$ cat config.mk
export PLATFORM = sky130hd
export DESIGN_NAME = msdap_s2p_rx_flat
export DESIGN_NICKNAME = d
export VERILOG_FILES = /design/src/rtl/msdap_pkg.sv /design/src/rtl/msdap_s2p_rx_if.sv /design/src/rtl/msdap_zero_detect.sv /design/src/rtl/msdap_s2p_rx.sv /design/src/flat_wrapper.sv
export SDC_FILE = /design/constraint.sdc
export NUM_CORES = 1
export LEC_CHECK = 0
export ABC_AREA = 1
export CAP_MARGIN = 20
export CORE_UTILIZATION = 36
export CTS_CLUSTER_DIAMETER = 40
export DETAILED_ROUTE_END_ITERATION = 7
export DONT_BUFFER_PORTS = 1
export PLACE_DENSITY_LB_ADDON = 0.2
export SYNTH_ARGS = -nofsm -noshare
export SYNTH_HDL_FRONTEND = slang
export SYNTH_SLANG_ARGS = --single-unit
$ cat constraint.sdc
create_clock -name clk -period 1.6 [get_ports clk]
set_clock_uncertainty 0.15 [all_clocks]
set_input_delay 0.4 -clock clk [delete_from_list [all_inputs] [get_ports clk]]
set_output_delay 0.4 -clock clk [all_outputs]
set_load 0.005 [all_outputs]
$ cat src/rtl/msdap_pkg.sv
// Shared constants and types for the MSDAP serial input receiver.
package msdap_pkg;

    // Default configuration: 16-bit words per channel.
    localparam int DEF_WORD_W   = 16;
    // Number of consecutive all-zero word pairs that signal sleep.
    localparam int DEF_ZERO_RUN = 800;
    // Width of the zero-run counter. It must be able to hold DEF_ZERO_RUN.
    localparam int DEF_ZCNT_W   = 10;

    // Receiver states. IDLE waits for a word start. SHIFT collects the remaining bits.
    typedef enum logic {
        IDLE  = 1'b0,
        SHIFT = 1'b1
    } s2p_state_e;

    // One parallel word for a single channel.
    typedef logic [DEF_WORD_W-1:0] word_t;

endpackage

$ cat src/rtl/msdap_s2p_rx_if.sv
// Serial input / parallel output bundle of the MSDAP serial receiver.
// The master side drives the framed serial stream and reads the parallel words.
// The slave side is the receiver.
interface msdap_s2p_rx_if #(
    parameter int WORD_W = msdap_pkg::DEF_WORD_W
);
    logic              in_ready;
    logic              frame;
    logic              in_l;
    logic              in_r;
    logic [WORD_W-1:0] word_l;
    logic [WORD_W-1:0] word_r;
    logic              s2p_done;
    logic              frame_err;
    logic              all_zeros;

    modport master (
        output in_ready, frame, in_l, in_r,
        input  word_l, word_r, s2p_done, frame_err, all_zeros
    );

    modport slave (
        input  in_ready, frame, in_l, in_r,
        output word_l, word_r, s2p_done, frame_err, all_zeros
    );
endinterface

$ cat src/rtl/msdap_zero_detect.sv
// Counts consecutive all-zero word pairs and flags a run of ZERO_RUN of them.
// all_zeros is registered, and it updates on the same edge that loads the word pair.
module msdap_zero_detect
    import msdap_pkg::*;
#(
    parameter int ZERO_RUN = DEF_ZERO_RUN,
    parameter int ZCNT_W   = DEF_ZCNT_W
) (
    input  logic clk,
    input  logic reset_n,
    input  logic clear,
    input  logic word_valid,
    input  logic is_zero,
    output logic all_zeros
);

    localparam logic [ZCNT_W-1:0] ZMAX = ZCNT_W'(ZERO_RUN);

    logic [ZCNT_W-1:0] zcnt_q, zcnt_d;
    logic              all_zeros_q, all_zeros_d;

    // Saturating run counter. Any pair with a nonzero channel restarts the run.
    always_comb begin
        zcnt_d = zcnt_q;
        if (word_valid) begin
            if (is_zero) begin
                zcnt_d = (zcnt_q == ZMAX) ? zcnt_q : zcnt_q + 1'b1;
            end else begin
                zcnt_d = '0;
            end
        end
        all_zeros_d = (zcnt_d == ZMAX);
    end

    // Register the counter and the flag. Reset and clear have the same effect.
    always_ff @(posedge clk) begin
        if (!reset_n || clear) begin
            zcnt_q      <= '0;
            all_zeros_q <= 1'b0;
        end else begin
            zcnt_q      <= zcnt_d;
            all_zeros_q <= all_zeros_d;
        end
    end

    assign all_zeros = all_zeros_q;

endmodule

$ cat src/rtl/msdap_s2p_rx.sv
// Dual-channel, MSB-first serial-to-parallel receiver for the MSDAP datapath.
// A frame pulse (qualified by in_ready) marks the MSB of each word.
// A frame that arrives mid-word resynchronises the receiver and pulses frame_err.
// Build option: define S2P_ZERO_DETECT_EN to include the all-zero sleep detector.
// Without it, all_zeros is tied low.
module msdap_s2p_rx
    import msdap_pkg::*;
#(
    parameter int WORD_W   = DEF_WORD_W,
    parameter int ZERO_RUN = DEF_ZERO_RUN,
    parameter int ZCNT_W   = DEF_ZCNT_W
) (
    input  logic                 clk,
    input  logic                 reset_n,
    input  logic                 s2p_clear,
    msdap_s2p_rx_if.slave        s2p
);

    localparam int                CNT_W    = $clog2(WORD_W);
    localparam logic [CNT_W-1:0]  LAST_BIT = CNT_W'(WORD_W - 1);

    s2p_state_e        state_q, state_d;
    logic [CNT_W-1:0]  cnt_q, cnt_d;
    logic [WORD_W-1:0] sh_l_q, sh_l_d;
    logic [WORD_W-1:0] sh_r_q, sh_r_d;
    logic [WORD_W-1:0] word_l_q, word_l_d;
    logic [WORD_W-1:0] word_r_q, word_r_d;
    logic              done_q, done_d;
    logic              err_q, err_d;
    logic              start;

    assign start = s2p.frame && s2p.in_ready;

    // Next-state logic: word start, bit shifting, resync and word completion.
    // A qualified frame inside a word, including on the last-bit edge, is a resync.
    // The partial word is dropped and the current bit becomes the new MSB.
    always_comb begin
        state_d  = state_q;
        cnt_d    = cnt_q;
        sh_l_d   = sh_l_q;
        sh_r_d   = sh_r_q;
        word_l_d = word_l_q;
        word_r_d = word_r_q;
        done_d   = 1'b0;
        err_d    = 1'b0;
        case (state_q)
            IDLE: begin
                if (start) begin
                    sh_l_d  = {{(WORD_W-1){1'b0}}, s2p.in_l};
                    sh_r_d  = {{(WORD_W-1){1'b0}}, s2p.in_r};
                    cnt_d   = CNT_W'(1);
                    state_d = SHIFT;
                end
            end
            SHIFT: begin
                if (start) begin
                    err_d  = 1'b1;
                    sh_l_d = {{(WORD_W-1){1'b0}}, s2p.in_l};
                    sh_r_d = {{(WORD_W-1){1'b0}}, s2p.in_r};
                    cnt_d  = CNT_W'(1);
                end else if (cnt_q == LAST_BIT) begin
                    sh_l_d   = {sh_l_q[WORD_W-2:0], s2p.in_l};
                    sh_r_d   = {sh_r_q[WORD_W-2:0], s2p.in_r};
                    word_l_d = {sh_l_q[WORD_W-2:0], s2p.in_l};
                    word_r_d = {sh_r_q[WORD_W-2:0], s2p.in_r};
                    done_d   = 1'b1;
                    cnt_d    = '0;
                    state_d  = IDLE;
                end else begin
                    sh_l_d = {sh_l_q[WORD_W-2:0], s2p.in_l};
                    sh_r_d = {sh_r_q[WORD_W-2:0], s2p.in_r};
                    cnt_d  = cnt_q + 1'b1;
                end
            end
            default: state_d = IDLE;
        endcase
    end

    // Receiver state and registered outputs. reset_n and s2p_clear both clear everything.
    always_ff @(posedge clk) begin
        if (!reset_n || s2p_clear) begin
            state_q  <= IDLE;
            cnt_q    <= '0;
            sh_l_q   <= '0;
            sh_r_q   <= '0;
            word_l_q <= '0;
            word_r_q <= '0;
            done_q   <= 1'b0;
            err_q    <= 1'b0;
        end else begin
            state_q  <= state_d;
            cnt_q    <= cnt_d;
            sh_l_q   <= sh_l_d;
            sh_r_q   <= sh_r_d;
            word_l_q <= word_l_d;
            word_r_q <= word_r_d;
            done_q   <= done_d;
            err_q    <= err_d;
        end
    end

    assign s2p.word_l    = word_l_q;
    assign s2p.word_r    = word_r_q;
    assign s2p.s2p_done  = done_q;
    assign s2p.frame_err = err_q;

`ifdef S2P_ZERO_DETECT_EN
    // The detector sees the pair being loaded, so all_zeros moves together with the words.
    logic pair_is_zero;
    assign pair_is_zero = (word_l_d == '0) && (word_r_d == '0);

    msdap_zero_detect #(
        .ZERO_RUN (ZERO_RUN),
        .ZCNT_W   (ZCNT_W)
    ) u_zero_detect (
        .clk        (clk),
        .reset_n    (reset_n),
        .clear      (s2p_clear),
        .word_valid (done_d),
        .is_zero    (pair_is_zero),
        .all_zeros  (s2p.all_zeros)
    );
`else
    assign s2p.all_zeros = 1'b0;
`endif

endmodule
$ cat src/flat_wrapper.sv
// flat-port wrapper written by rule: the top's interface ports become plain ports
module msdap_s2p_rx_flat import msdap_pkg::*;
#(
    parameter int WORD_W   = DEF_WORD_W,
    parameter int ZERO_RUN = DEF_ZERO_RUN,
    parameter int ZCNT_W   = DEF_ZCNT_W
)
  (clk, reset_n, s2p_clear, s2p_in_ready, s2p_frame, s2p_in_l, s2p_in_r, s2p_word_l, s2p_word_r, s2p_s2p_done, s2p_frame_err, s2p_all_zeros);
  msdap_s2p_rx_if #(.WORD_W(WORD_W)) s2p_i ();
  input  logic clk;
  input  logic reset_n;
  input  logic s2p_clear;
  input wire logic [$bits(s2p_i.in_ready)-1:0] s2p_in_ready;
  input wire logic [$bits(s2p_i.frame)-1:0] s2p_frame;
  input wire logic [$bits(s2p_i.in_l)-1:0] s2p_in_l;
  input wire logic [$bits(s2p_i.in_r)-1:0] s2p_in_r;
  output wire logic [$bits(s2p_i.word_l)-1:0] s2p_word_l;
  output wire logic [$bits(s2p_i.word_r)-1:0] s2p_word_r;
  output wire logic [$bits(s2p_i.s2p_done)-1:0] s2p_s2p_done;
  output wire logic [$bits(s2p_i.frame_err)-1:0] s2p_frame_err;
  output wire logic [$bits(s2p_i.all_zeros)-1:0] s2p_all_zeros;
  assign s2p_i.in_ready = s2p_in_ready;
  assign s2p_i.frame = s2p_frame;
  assign s2p_i.in_l = s2p_in_l;
  assign s2p_i.in_r = s2p_in_r;
  assign s2p_word_l = s2p_i.word_l;
  assign s2p_word_r = s2p_i.word_r;
  assign s2p_s2p_done = s2p_i.s2p_done;
  assign s2p_frame_err = s2p_i.frame_err;
  assign s2p_all_zeros = s2p_i.all_zeros;
  msdap_s2p_rx #(.WORD_W(WORD_W), .ZERO_RUN(ZERO_RUN), .ZCNT_W(ZCNT_W)) u_core (.clk(clk), .reset_n(reset_n), .s2p_clear(s2p_clear), .s2p(s2p_i));
endmodule
==> results.yml, run 1 <==
status:
  status: "finished clean"
clock_tree:
  cts_buffer_depth: 2
  numClockSinks: 69
  cts_tree: "yes"
  htreeDepth: 3
  root_buffer: "clkbuf_8"
  clk_pin_slew_ps: 80
  numCtsBuffers: 9
  insertion_delay_ps: 340
  cts_hold_buf: 0
placement:
  place_congestion: 0.7455
  placed_area_um2: 2640
  hpwl_mm: 3.417
  io_buffers: 0
synth:
  yosysUniqueCellTypes: 25
  synth_seq_cells: 69
  synth_flop_cell: "dfxtp_1"
  syn-num-nets: 322
  synth_area_um2: 2525
  synth_top_area_share_pct: 54.71
  synth-edff-count: 0
  yosysMostFrequentCell: "nand2_1"
  ys_top_cells_by_count: "nand2_1 (73), dfxtp_1 (69), nor2_1 (47)"
  yosys_warnings: 0
  syn_avg_cell_area_um2: 8.041
  synthTopCellsByArea: "dfxtp_1 (55%), nand2_1 (11%), nor2_1 (7.0%)"
  synth_cells: 314
  yosys.area.top_type: "dfxtp_1"
  yosysSeqAreaShare_pct: 54.71
  async_flop_share_pct: 0
die:
  die_h_um: 85.75
  num_rows: 30
  die_x_um: 85.75
  die_area_um2: 7352
  core_um2: 6794
  ios: 42
  start_util_pct: 37.16
critical_path:
  reg2reg_from: "u_core.cnt_q[1]"
  end_kind: "flop"
  path_class: "flop to flop"
  path_cells: "ha_4 -> nand3_2 -> nor2_4 -> inv_2 -> buf_4 -> nor2_1 -> nor2_1"
  r2r_setup_slack_ps: 110
  worstPathMaxFanout: 13
  cp_num_buf_inv: 2
  start_kind: "flop"
  crit_top_cell: "nor2_1"
  arrival_ps: 1570
  crit_required_ps: 1680
  r2r_cells: 7
  r2r_end: "u_core.s2p.word_r[13]"
  slowest_stage: "dfxtp_1"
  cpPeakStageDelay_ps: 380
  critical-path-top-delay-family: "simple AND/OR/NAND/NOR gates"
sta:
  period_share_pct: 92.94
  slew_violations: 0
  setup-tns-final_ps: 0
  post-route-min-period_ps: 1487
  fmax_mhz: 672.5
  setup_viol: 0
  hold_viol: 0
power_and_ir_drop:
  leakagePower_nw: 1.063
  peakVddDrop_uv: 432.8
  power.density_nw_per_um2: 1155
global_route:
  track_usage_pct: 15.99
  grt_pass1_wl_mm: 9.052
  grt_max_degree: 21
  antenna_found_initial: 0
  grt_pass1_vias: 1887
  grt_overflow: 0
cells_and_area:
  postLayoutCellArea_um2: 2873
  fill_cells: 714
  final_layout_size_suffix_gt1_share_pct: 14.51
  final_net_count: 327
  diodes: 0
  area_growth_pct: 13.78
hold_path:
  holdCritStartpoint: "s2p_in_l"
  min_to: "u_core.sh_l_q[0]"
  hold_class: "input port to flop"
  holdPathStages: 2
routing:
  remaining_drc_errors: 0
  dr.pass1.iters: 4
  antenna_left: 0
  post_drt_wl_per_cell_um: 12.74
  vias: 1974
  wl_mm: 5.349
  drt-initial-drc-count: 77
  vias_per_cell: 4.700
job:
  cap_viol_max_count: 0
## cell type report
cell class                      instances  area [um2]  area share (%)
Tap cell                               96       120.1           4.181
Clock inverter                          4       72.57           2.526
Inverter                                8       30.03           1.045
Timing Repair Buffer                   14       125.1           4.355
Sequential cell                        69        1381           48.08
Clock buffer                           12       135.1           4.704
Multi-Input combinational cell        217        1008           35.10
## stage by stage
stage | std cells | hold slack (ps) | power [mW] | util [%] | setup slack [ps]
floorplan | 314 | 285.7 | 1.828 | - | 143.3
global route | 420 | 33.79 | 3.469 | 42.28 | -1.172
global placement | 404 | 311.5 | 1.859 | 38.86 | 111.5
CTS | 420 | 27.06 | 3.371 | 41.92 | 43.46
detailed placement | 404 | 310.7 | 1.859 | 38.86 | 51.76
finish | 420 | 41.14 | 3.317 | 42.28 | 112.9
## flip-flops by register name, summed over array words and instances, names as in the netlist
| name | count |
|---|---|
| u_core.s2p.word_r | 16 |
| u_core.cnt_q | 4 |
| u_core.sh_r_q | 15 |
| u_core.s2p.frame_err | 1 |
| u_core.s2p.word_l | 16 |
| u_core.s2p.s2p_done | 1 |
| u_core.state_q | 1 |
| u_core.sh_l_q | 15 |
## cell families (layout without fill, tap and decap cells)
group           count (synthesis)  after routing  synth area share, %
simple gates                  151            151                24.63
buf+inv                        28             38                6.045
other cells                     1              1               0.1485
compound gates                 64             64                13.97
fa+ha+maj                       1              1               0.4955
flops                          69             69                54.71
## cell usage in the layout, fill, tap and decap left out
cell and n:
dfxtp_1 69, and3_1 1, nand3_2 1, clkbuf_8 9
nor3_1 2, buf_12 1, nand4_1 1, clkbuf_1 3
a21oi_2 8, buf_4 11, nor2_4 1, o21ai_0 22
nand3_1 19, a211oi_1 1, nand2_2 4, nor2_1 47
inv_1 5, ha_4 1, bufinv_16 2, conb_1 1
clkinv_2 1, inv_2 3, buf_6 2, nand2_1 73
a21oi_1 33, nor2_2 2, clkinvlp_4 1
## per-layer routing
metal	share of wire [%]	wire length, um	vias to the layer above	global-route usage, %
met3	4.8	259	6	5.582
li1	-	-	1025	-
met2	47	2505	28	24.44
met5	0	0	-	0
met4	1.6	83	0	8.788
met1	47	2501	915	19.75
## timing repair
item | CTS | global route
buffers inserted | 0 | 0
gates resized for setup | 0 | 5
setup endpoints to repair | 0 | 29
hold endpoints to repair | 0 | 0
## how the worst max path moves through the flow
stage,startpoint,cells after the start,endpoint,slack (ps)
5_1_grt,u_core.cnt_q[0],7,u_core.s2p.word_r[14],-1
3_3_place_gp,u_core.cnt_q[0],7,u_core.s2p.word_r[13],110
2_1_floorplan,u_core.cnt_q[0],7,u_core.s2p.word_l[10],140
3_5_place_dp,u_core.cnt_q[0],7,u_core.s2p.word_r[4],50
4_1_cts,u_core.cnt_q[1],7,u_core.s2p.word_r[3],40
6_report,u_core.cnt_q[1],7,u_core.s2p.word_r[13],110
## power by group
| group | leakage [nW] | switching (mW) | internal [mW] | total (mW) |
|---|---|---|---|---|
| Clock | 0.101 | 0.620 | 0.877 | 1.50 |
| Combinational | 0.407 | 0.0698 | 0.0245 | 0.0944 |
| Sequential | 0.556 | 0.00447 | 1.72 | 1.73 |
| Total | 1.06 | 0.694 | 2.62 | 3.32 |
Power figures use the tool's default switching activity.
==> run 2, diff against run 1 <==
- clock period: 1.6 -> 1.3 ns (I/O delays scaled with it)
==> results.yml, run 2 (synthesis results as in run 1) <==
routing:
  vias: 2068
  post_drt_wl_per_cell_um: 12.16
  vias_per_cell: 4.743
  remaining_drc_errors: 0
  drt-initial-drc-count: 105
  dr.pass1.iters: 4
  wl_mm: 5.301
  antenna_left: 0
job:
  cap_viol_max_count: 0
clock_tree:
  clk_pin_slew_ps: 80
  htreeDepth: 3
  cts_tree: "yes"
  numCtsBuffers: 9
  insertion_delay_ps: 340
  cts_setup_buffers: 0
  numClockSinks: 69
  root_buffer: "clkbuf_8"
  cts_buffer_depth: 2
cells_and_area:
  final_util_pct: 45.10
  final_cell_mix: "nand2_1 (72), dfxtp_1 (66), nor2_1 (39)"
  diodes: 0
  area_growth_pct: 21.36
  final_common_cell: "nand2_1"
  fill_cells: 667
  final_net_count: 343
  final_layout_size_suffix_gt1_share_pct: 22.06
die:
  start_util_pct: 37.16
  die_x_um: 85.75
  die_h_um: 85.75
  ios: 42
  num_rows: 30
  core_um2: 6794
  die_area_um2: 7352
placement:
  place_congestion: 0.7827
  pre_cts_ws_ps: -88.72
  io_buffers: 0
  hpwl_mm: 3.611
critical_path:
  crit_top_cell: "nor2_1"
  slowest_stage: "dfxtp_2"
  r2r_cells: 7
  cp-startpoint: "u_core.cnt_q[1]"
  start_kind: "flop"
  reg2reg_from: "u_core.cnt_q[1]"
  path_cells: "ha_4 -> nand3_4 -> nor2_4 -> inv_4 -> buf_12 -> nor2_1 -> nor2_1"
  crit_required_ps: 1390
  path_class: "flop to flop"
  end_kind: "flop"
  cpPeakStageDelay_ps: 360
  worstPathMaxFanout: 15
  arrival_ps: 1490
hold_path:
  holdCritStartpoint: "s2p_clear"
  holdPathStages: 3
  hold_class: "input port to flop"
global_route:
  grt_pass1_vias: 1938
  grt_max_degree: 18
  grt_overflow: 0
  track_usage_pct: 16.08
  antenna_found_initial: 0
  grt_pass1_wl_mm: 9.128
sta:
  fmax_mhz: 714.2
  finalWorstSetupSlack_ps: -100.2
  timing.hold.ws_ps: 150.3
  post-route-min-period_ps: 1400
  setup-tns-final_ps: -2200
  slew_violations: 0
  period_share_pct: 107.7
  hold_viol: 0
  rsz0062_at_grt: "yes"
  setup_viol: 32
status:
  violations: "setup timing"
  status: "finished with violations"
power_and_ir_drop:
  power.density_nw_per_um2: 1353
  leakagePower_nw: 1.141
  total_power_mw: 4.146
  peakVddDrop_uv: 791.3
-- run 2: final cells by class --
cell class	instances	area [um2]	area share (%)
timing repair buffer	30	262.8	8.575
sequential	69	1385	45.20
clock buffer	10	127.6	4.165
tap	96	120.1	3.920
inverter	8	32.53	1.062
multi-input combinational	217	1049	34.22
clock inverter	6	87.58	2.858
-- run 2: where the power goes --
group / internal (mW) / switching (mW)
clock: 1.08 / 0.798
sequential: 2.12 / 0.00575
combinational: 0.0556 / 0.0920
-- run 2: worst paths after layout --
path                               end  slack, ps
setup / recovery  u_core.s2p.word_r[6]       -100
setup reg to reg  u_core.s2p.word_r[6]       -100
hold reg to reg       u_core.sh_r_q[4]        310
hold / removal         u_core.cnt_q[3]        150
-- run 2: timing repair --
item	in CTS	in global routing
pin swaps	0	0
hold buffers	2	0
hold endpoints to repair	4	0
gates resized for setup	11	3
setup endpoints to repair	33	36
-- run 2: per-stage QoR --
step / cells / area, um2
final: 436 / 3064
after global routing: 436 / 3064
after CTS: 436 / 3058
after detailed placement: 418 / 2788
after global placement: 418 / 2788
after floorplan: 314 / 2562
-- run 2: metal layers --
layer  wire length, um  vias to the layer above  GRT usage [%]
li1                  -                     1059              -
met1              2446                      952          19.69
met2              2514                       51          25.31
met3               242                        6          4.620
met4                97                        0          9.242
met5                 0                        -              0
-- run 2: worst max-delay path: cells and delay by family, from the launching register on --
family,cells,cell delay (ps)
fa+ha+maj,1,160
buf+inv,2,240
flops,1,360
simple gates,4,380
==> run 3, diff against run 2 <==
- CORE_MARGIN: not set -> 3
==> results.yml, run 3 (synthesis results as in run 1) <==
cells_and_area:
  final_cell_mix: "nand2_1 (72), dfxtp_1 (67), a21oi_1 (33)"
  fill_cells: 674
  final_net_count: 346
  postLayoutCellArea_um2: 3068
  final_layout_size_suffix_gt1_share_pct: 23.98
  seqCellArea_um2: 1384
  diodes: 0
  multiInputGateArea_um2: 1066
  final_common_cell: "nand2_1"
  final_util_pct: 46.71
  area_growth_pct: 21.51
  layout.cells.non_filler: 435
global_route:
  grt_pass1_wl_mm: 9.673
  track_usage_pct: 14.82
  grt_max_degree: 20
  antenna_found_initial: 0
  grt_overflow: 0
  grt_pass1_vias: 2041
sta:
  finalWorstSetupSlack_ps: -69.93
  post-route-min-period_ps: 1370
  slew_violations: 0
  setup-tns-final_ps: -1524
  timing.hold.ws_ps: 141.3
  fmax_mhz: 730.0
  hold_viol: 0
  period_share_pct: 105.4
  setup_viol: 32
  rsz0062_at_grt: "yes"
die:
  start_util_pct: 38.45
  die_area_um2: 8054
  core_um2: 6568
  num_rows: 29
  die_x_um: 89.75
  ios: 42
  die_h_um: 89.75
clock_tree:
  cts_tree: "yes"
  htreeDepth: 3
  clk_pin_slew_ps: 70
  root_buffer: "clkbuf_8"
  cts_buffer_depth: 2
  insertion_delay_ps: 330
  numClockSinks: 69
  numCtsBuffers: 9
critical_path:
  critical-path-top-delay-family: "simple AND/OR/NAND/NOR gates"
  worstPathMaxFanout: 14
  slowest_stage: "dfxtp_2"
  crit_required_ps: 1380
  path_cells: "ha_4 -> nand3_4 -> nor2_4 -> inv_4 -> buf_12 -> nor2_2 -> nor2_1"
  cpPeakStageDelay_ps: 350
  start_kind: "flop"
  arrival_ps: 1450
  end_kind: "flop"
  path_class: "flop to flop"
  cp_num_buf_inv: 2
power_and_ir_drop:
  total_power_mw: 3.745
  leakagePower_nw: 1.147
  peakVddDrop_uv: 470.3
  power.density_nw_per_um2: 1221
status:
  status: "finished with violations"
  violations: "setup timing"
placement:
  placed_cells: 417
  pre_cts_ws_ps: -104.1
  io_buffers: 0
  place_congestion: 0.7726
  hpwl_mm: 3.813
  placed_area_um2: 2824
routing:
  dr.pass1.iters: 4
  wl_mm: 5.495
  drt-initial-drc-count: 70
  post_drt_wl_per_cell_um: 12.63
  vias: 2064
  vias_per_cell: 4.745
  remaining_drc_errors: 0
  antenna_left: 0
job:
  cap_viol_max_count: 0
hold_path:
  hold_class: "input port to flop"
-- run 3: final timing paths --
kind / cells after the start / end / start / slack, ps
worst max-delay path: 7 / u_core.s2p.word_l[14] / u_core.cnt_q[1] / -70
worst min-delay path: 3 / u_core.state_q / s2p_clear / 140
worst max register to register: 7 / u_core.s2p.word_l[14] / u_core.cnt_q[1] / -70
worst min register to register: 2 / u_core.s2p.word_l[4] / u_core.sh_l_q[3] / 310
-- run 3: area by class of cell --
type                    instances  share of cell area [%]
flip-flops and latches         69                   45.11
multi-input cells             217                   34.75
repair buffers                 33                   10.11
clock buffers                  13                   4.853
well taps                      93                   3.793
inverters                       8                   1.060
clock inverters                 2                  0.3263
-- run 3: repair_timing --
action,in CTS,in global routing
hold endpoints to repair,4,0
setup endpoints to repair,32,50
buffers inserted,1,0
hold buffers,2,0
gates resized for setup,15,6
pin swaps,0,0
-- run 3: metal layers --
metal  track usage [%]  share of wire [%]
met5                 0                  0
met4             8.429                1.8
met2             24.06                 46
met3             5.092                5.9
met1             17.02                 46
-- run 3: where the power goes --
group	switching [mW]	internal, mW
registers	0.00570	2.12
clock network	0.734	0.730
logic	0.0923	0.0639
total	0.832	2.91
-- run 3: worst register-to-register path: stages, from the launching register on --
cell     delay [ps]
dfxtp_2         350
ha_4            150
nand3_4          80
nor2_4          150
inv_4            80
buf_12          160
nor2_2           90
nor2_1           50
==> RTL change 1: new RTL, config.mk and constraints of run 3 <==
Set the package constant `DEF_WORD_W` to 8 (it was 16).
--- a/src/rtl/msdap_pkg.sv
+++ b/src/rtl/msdap_pkg.sv
@@ -3,5 +3,5 @@
 
     // Default configuration: 16-bit words per channel.
-    localparam int DEF_WORD_W   = 16;
+    localparam int DEF_WORD_W   = 8;
     // Number of consecutive all-zero word pairs that signal sleep.
     localparam int DEF_ZERO_RUN = 800;
Interface: changed (resized s2p_word_l and s2p_word_r); port bits go from 42 to 26. The function was not compared with the original's and may differ.
==> RTL change 1 against run 3 <==
- the run still ends with negative setup slack left
- worst setup slack gained 0.053 ns
- core utilization shrank 1.3 points
- routed wire length shrank 43%
- hold slack lost 0.12 ns
- final area shrank 40%
- final cell count shrank 49%
- synthesized area shrank 39%
- power shrank 31%
- sequential cell count shrank 33
- largest power group is now clock
==> RTL change 1: results (changes against run 3) <==
status -> complete, but fails checks
violated checks -> negative setup slack
Placed Cells -> 213 (-49%)
ys async rst share -> 0% (unchanged)
Synth Area in Compound Gates -> 14.38% (+0.40 points)
via/cell ratio -> 5.166 (+8.9%)
top post-synthesis cells by count -> dfxtp_1 (36), nand3_1 (23), nand2_1 (20), a21oi_2 (13)
H-tree depth -> 2 (-1)
Finished Layout Cells -> 223 (-49%)
First-pass DRT Iterations -> 4 (unchanged)
Clock Sink Count -> 36 (-48%)
worst hold-check path type -> input pin to register
global-route wire length before repair -> 5.306 mm (-45%)
worst hold stages -> 2 (-1)
setup TNS -> -0.02919 ns (+1.495 ns)
worst skew pair latency -> 0.29 ns (-0.04 ns)
dpl hpwl -> 2.005 mm (-47%)
Seq/Total Area, Yosys -> 46.79% (-7.9 points)
top cells by area, synth -> dfxtp_1 (47%), nand3_1 (7.5%), a21oi_2 (7.4%)
Fill cells -> 397 (-41%)
largest net degree at the start of global routing -> 27 (+35%)
nets -> 182 (-47%)
Critical Path Fanout Max -> 6 (-8)
Post-CTS Setup Repair Bufs -> 0 (-1)
initial antenna violation count -> 0 (unchanged)
share of layout cells above drive strength 1 -> 34.10% (+10 points)
vias in the first global route -> 1134 (-44%)
post-synthesis xor/xnor area fraction -> 0% (unchanged)
hold_buf cts -> 0 (-2)
worst vdd ir -> 548.5 µV (+17%)
ant diodes -> 0 (unchanged)
CTS buffer count -> 5 (-4)
IO buf count -> 0 (unchanged)
1st-iter DRT viols -> 59 (-16%)
Final setup violation count -> 3 (-91%)
Yosys cell types -> 26 (+4.0%)
Mapped Avg Cell Area -> 9.168 µm² (+14%)
WL per Instance -> 14.01 µm (+11%)
RePlAce Congestion -> 0.7123 (-7.8%)
P_sw -> 488.3 µW (-41%)
Static Leak -> 0.5577 nW (-51%)
worst setup margin -> -0.01719 ns (+0.05274 ns)
Synth Area in Adders -> 2.437% (+1.9 points)
total track usage -> 13.16% (-1.7 points)
FF-to-FF path depth -> 5 (-2)
RTL change 1: routing by layer:
metal / wire, µm / vias up / part of all wire [%] / track usage [%]
li1: - / 589 / - / -
met1: 1434 / 534 / 46 / 16.03
met2: 1460 / 22 / 47 / 21.22
met3: 181 / 7 / 5.8 / 4.769
met4: 46 / 0 / 1.5 / 5.010
met5: 0 / - / 0 / 0
RTL change 1: final timing paths:
| check | slack, ns | end | from |
|---|---|---|---|
| worst max-delay path | -0.02 | u_core.s2p.word_r[0] | u_core.cnt_q[0] |
| worst min-delay path | 0.02 | u_core.sh_l_q[0] | s2p_in_l |
| worst max register to register | -0.02 | u_core.s2p.word_r[0] | u_core.cnt_q[0] |
| worst min register to register | 0.32 | u_core.sh_r_q[6] | u_core.sh_r_q[6] |
RTL change 1: power groups by stage:
stage	combinational [mW]	sequential (mW)	clock, mW
2_1_floorplan	0.105	1.14	0
4_1_cts	0.122	1.11	1.39
5_1_grt	0.136	1.11	1.43
3_3_place_gp	0.116	1.14	0
6_report	0.124	1.11	1.36
3_5_place_dp	0.116	1.14	0
RTL change 1: stage by stage:
step	setup WS, ns	util [%]	cell area, µm²	hold slack [ns]
5_1_grt	-0.06452	45.42	1843	0.02213
3_3_place_gp	-0.07559	39.28	1594	0.3053
2_1_floorplan	0.008757	-	1560	0.2895
4_1_cts	-0.003350	44.56	1808	0.01289
3_5_place_dp	-0.1244	39.28	1594	0.3078
6_report	-0.01719	45.42	1843	0.02020
RTL change 1: critical path, stage by stage (launching register included):
cell	delay, ns
dfxtp_2	0.35
ha_4	0.15
ha_4	0.21
buf_6	0.14
nand4_1	0.10
a21oi_2	0.14
RTL change 1: cells by family (layout without fill, tap and decap cells):
kind of cell,Yosys count,count (layout)
and+or+nand+nor,75,77
DFF,36,36
buffers and inverters,19,22
other,1,1
AOI/OAI and AO/OA,34,34
adders and majority gates,3,3
RTL change 1: layout make-up:
class	instances	area, µm²	area share [%]
multi-input combinational	115	754.5	40.94
sequential	36	723.2	39.24
inverter	5	31.28	1.697
clock buffer	5	68.82	3.734
clock inverter	3	90.09	4.888
tap	50	62.56	3.394
timing repair buffer	9	112.6	6.110
RTL change 1: timing repair:
item,in CTS,in global routing
setup endpoints to repair,17,19
pin swaps,12,15
cloned,2,0
resized for setup,7,8
==> RTL change 2: new RTL, config.mk and constraints of run 3 <==
Without the edit above. Add a define of `S2P_ZERO_DETECT_EN`.
--- a/src/rtl/msdap_s2p_rx.sv
+++ b/src/rtl/msdap_s2p_rx.sv
@@ -4,4 +4,6 @@
 // Build option: define S2P_ZERO_DETECT_EN to include the all-zero sleep detector.
 // Without it, all_zeros is tied low.
+`define S2P_ZERO_DETECT_EN
+
 module msdap_s2p_rx
     import msdap_pkg::*;
Behaviour: same outputs for any inputs over 10 cycles, from zero or initial values; that may be too few to reach the edited logic, so the function may still have changed.
==> RTL change 2 against run 3 <==
- the flow still finishes with violations (negative setup slack)
- final area up 85%
- first-iteration DRC count increased by 57%
- routed wire length rose by 69%
- non-clock buffer count up 141
- sequential share of layout area down 16 points
- power up 20%
- worst setup slack worse by 0.80 ns
- sequential cell count is 11 higher
- synthesized cell count is 60% higher
- synthesized area increased by 36%
- maximum frequency shrank 37%
- critical path type unchanged
- largest cell class is now multi-input gates
- largest power group unchanged
==> RTL change 2: results (changes against run 3) <==
met3 usage -> 4.673% (-0.42 points)
status -> complete, but fails checks
dpl ws -> -0.8055 ns (-0.7014 ns)
placed inst area -> 4826 µm² (+71%)
largest net degree at the start of global routing -> 26 (+30%)
Final setup violation count -> 67 (+110%)
Ys Warns -> 0 (unchanged)
WL met3 -> 308 µm (-4.6%)
via/cell ratio -> 4.451 (-6.2%)
violated checks -> negative setup slack
multiplexer area fraction after synthesis -> 0% (unchanged)
total track usage -> 16.88% (+2.1 points)
Seq/Total Area, Yosys -> 46.58% (-8.1 points)
worst hold stages -> 2 (-1)
Placed Cells -> 778 (+87%)
nature of the critical path endpoint -> register
dpl hpwl -> 6.157 mm (+61%)
hold path start -> s2p_in_r
worst setup margin -> -0.8746 ns (-0.8047 ns)
Synth Area in Adders -> 1.092% (+0.60 points)
post-synthesis xor/xnor area fraction -> 0.7642% (+0.76 points)
FF-to-FF path depth -> 13 (+6)
global routing usage on met1 -> 20.83% (+3.8 points)
vias in the first global route -> 3486 (+71%)
Critical Path Fanout Max -> 10 (-4)
Post-Syn Nets -> 513 (+59%)
met2 Usage GRT -> 28.97% (+4.9 points)
setup TNS -> -18.25 ns (-16.72 ns)
worst skew pair latency -> 0.35 ns (+0.02 ns)
Static Leak -> 2.397 nW (+110%)
CP arrival -> 2.31 ns (+0.86 ns)
initial antenna violation count -> 0 (unchanged)
Int Pwr -> 3.424 mW (+18%)
RePlAce Congestion -> 0.7903 (+2.3%)
share of layout cells above drive strength 1 -> 45.27% (+21 points)
top post-synthesis cells by count -> nor2_1 (137), nand2_1 (125), dfxtp_1 (80), inv_1 (50), a21oi_1 (36)
r2r endpoint -> u_core.u_zero_detect.all_zeros
met1 wire length -> 4.333 mm (+70%)
Top Layer Used -> met4
Yosys cell types -> 27 (+8.0%)
worst vdd ir -> 558.8 µV (+19%)
Synth Area in Compound Gates -> 6.332% (-7.6 points)
WL per Instance -> 11.53 µm (-8.7%)
Mapped Cells -> 503 (+60%)
Finished Layout Cells -> 805 (+85%)
Post-CTS Setup Repair Bufs -> 2 (+1)
hold endpoint -> u_core.sh_r_q[0]
-- RTL change 2: power groups by stage --
| stage | Combinational, mW | Clock (mW) | Sequential (mW) |
|---|---|---|---|
| after floorplan | 0.0783 | 0 | 2.51 |
| final | 0.172 | 1.87 | 2.46 |
| after global routing | 0.187 | 2.02 | 2.46 |
| after global placement | 0.151 | 0 | 2.51 |
| after CTS | 0.163 | 1.95 | 2.46 |
| after detailed placement | 0.152 | 0 | 2.52 |
-- RTL change 2: final cells by class --
cell class	count	area, µm²	share of cell area, %
Clock buffer	9	123.9	2.178
Clock inverter	7	81.33	1.430
Inverter	52	197.7	3.476
Multi-Input combinational cell	354	1790	31.48
Sequential cell	80	1649	28.99
Tap cell	129	161.4	2.838
Timing Repair Buffer	174	1684	29.61
-- RTL change 2: logic make-up (layout without fill, tap and decap cells) --
family                     after synthesis  after routing
adders and majority gates                3              3
DFF                                     80             80
xor gates and xnor gates                 3              3
buffers and inverters                   69            242
AOI/OAI and AO/OA                       43             43
and+or+nand+nor                        305            305
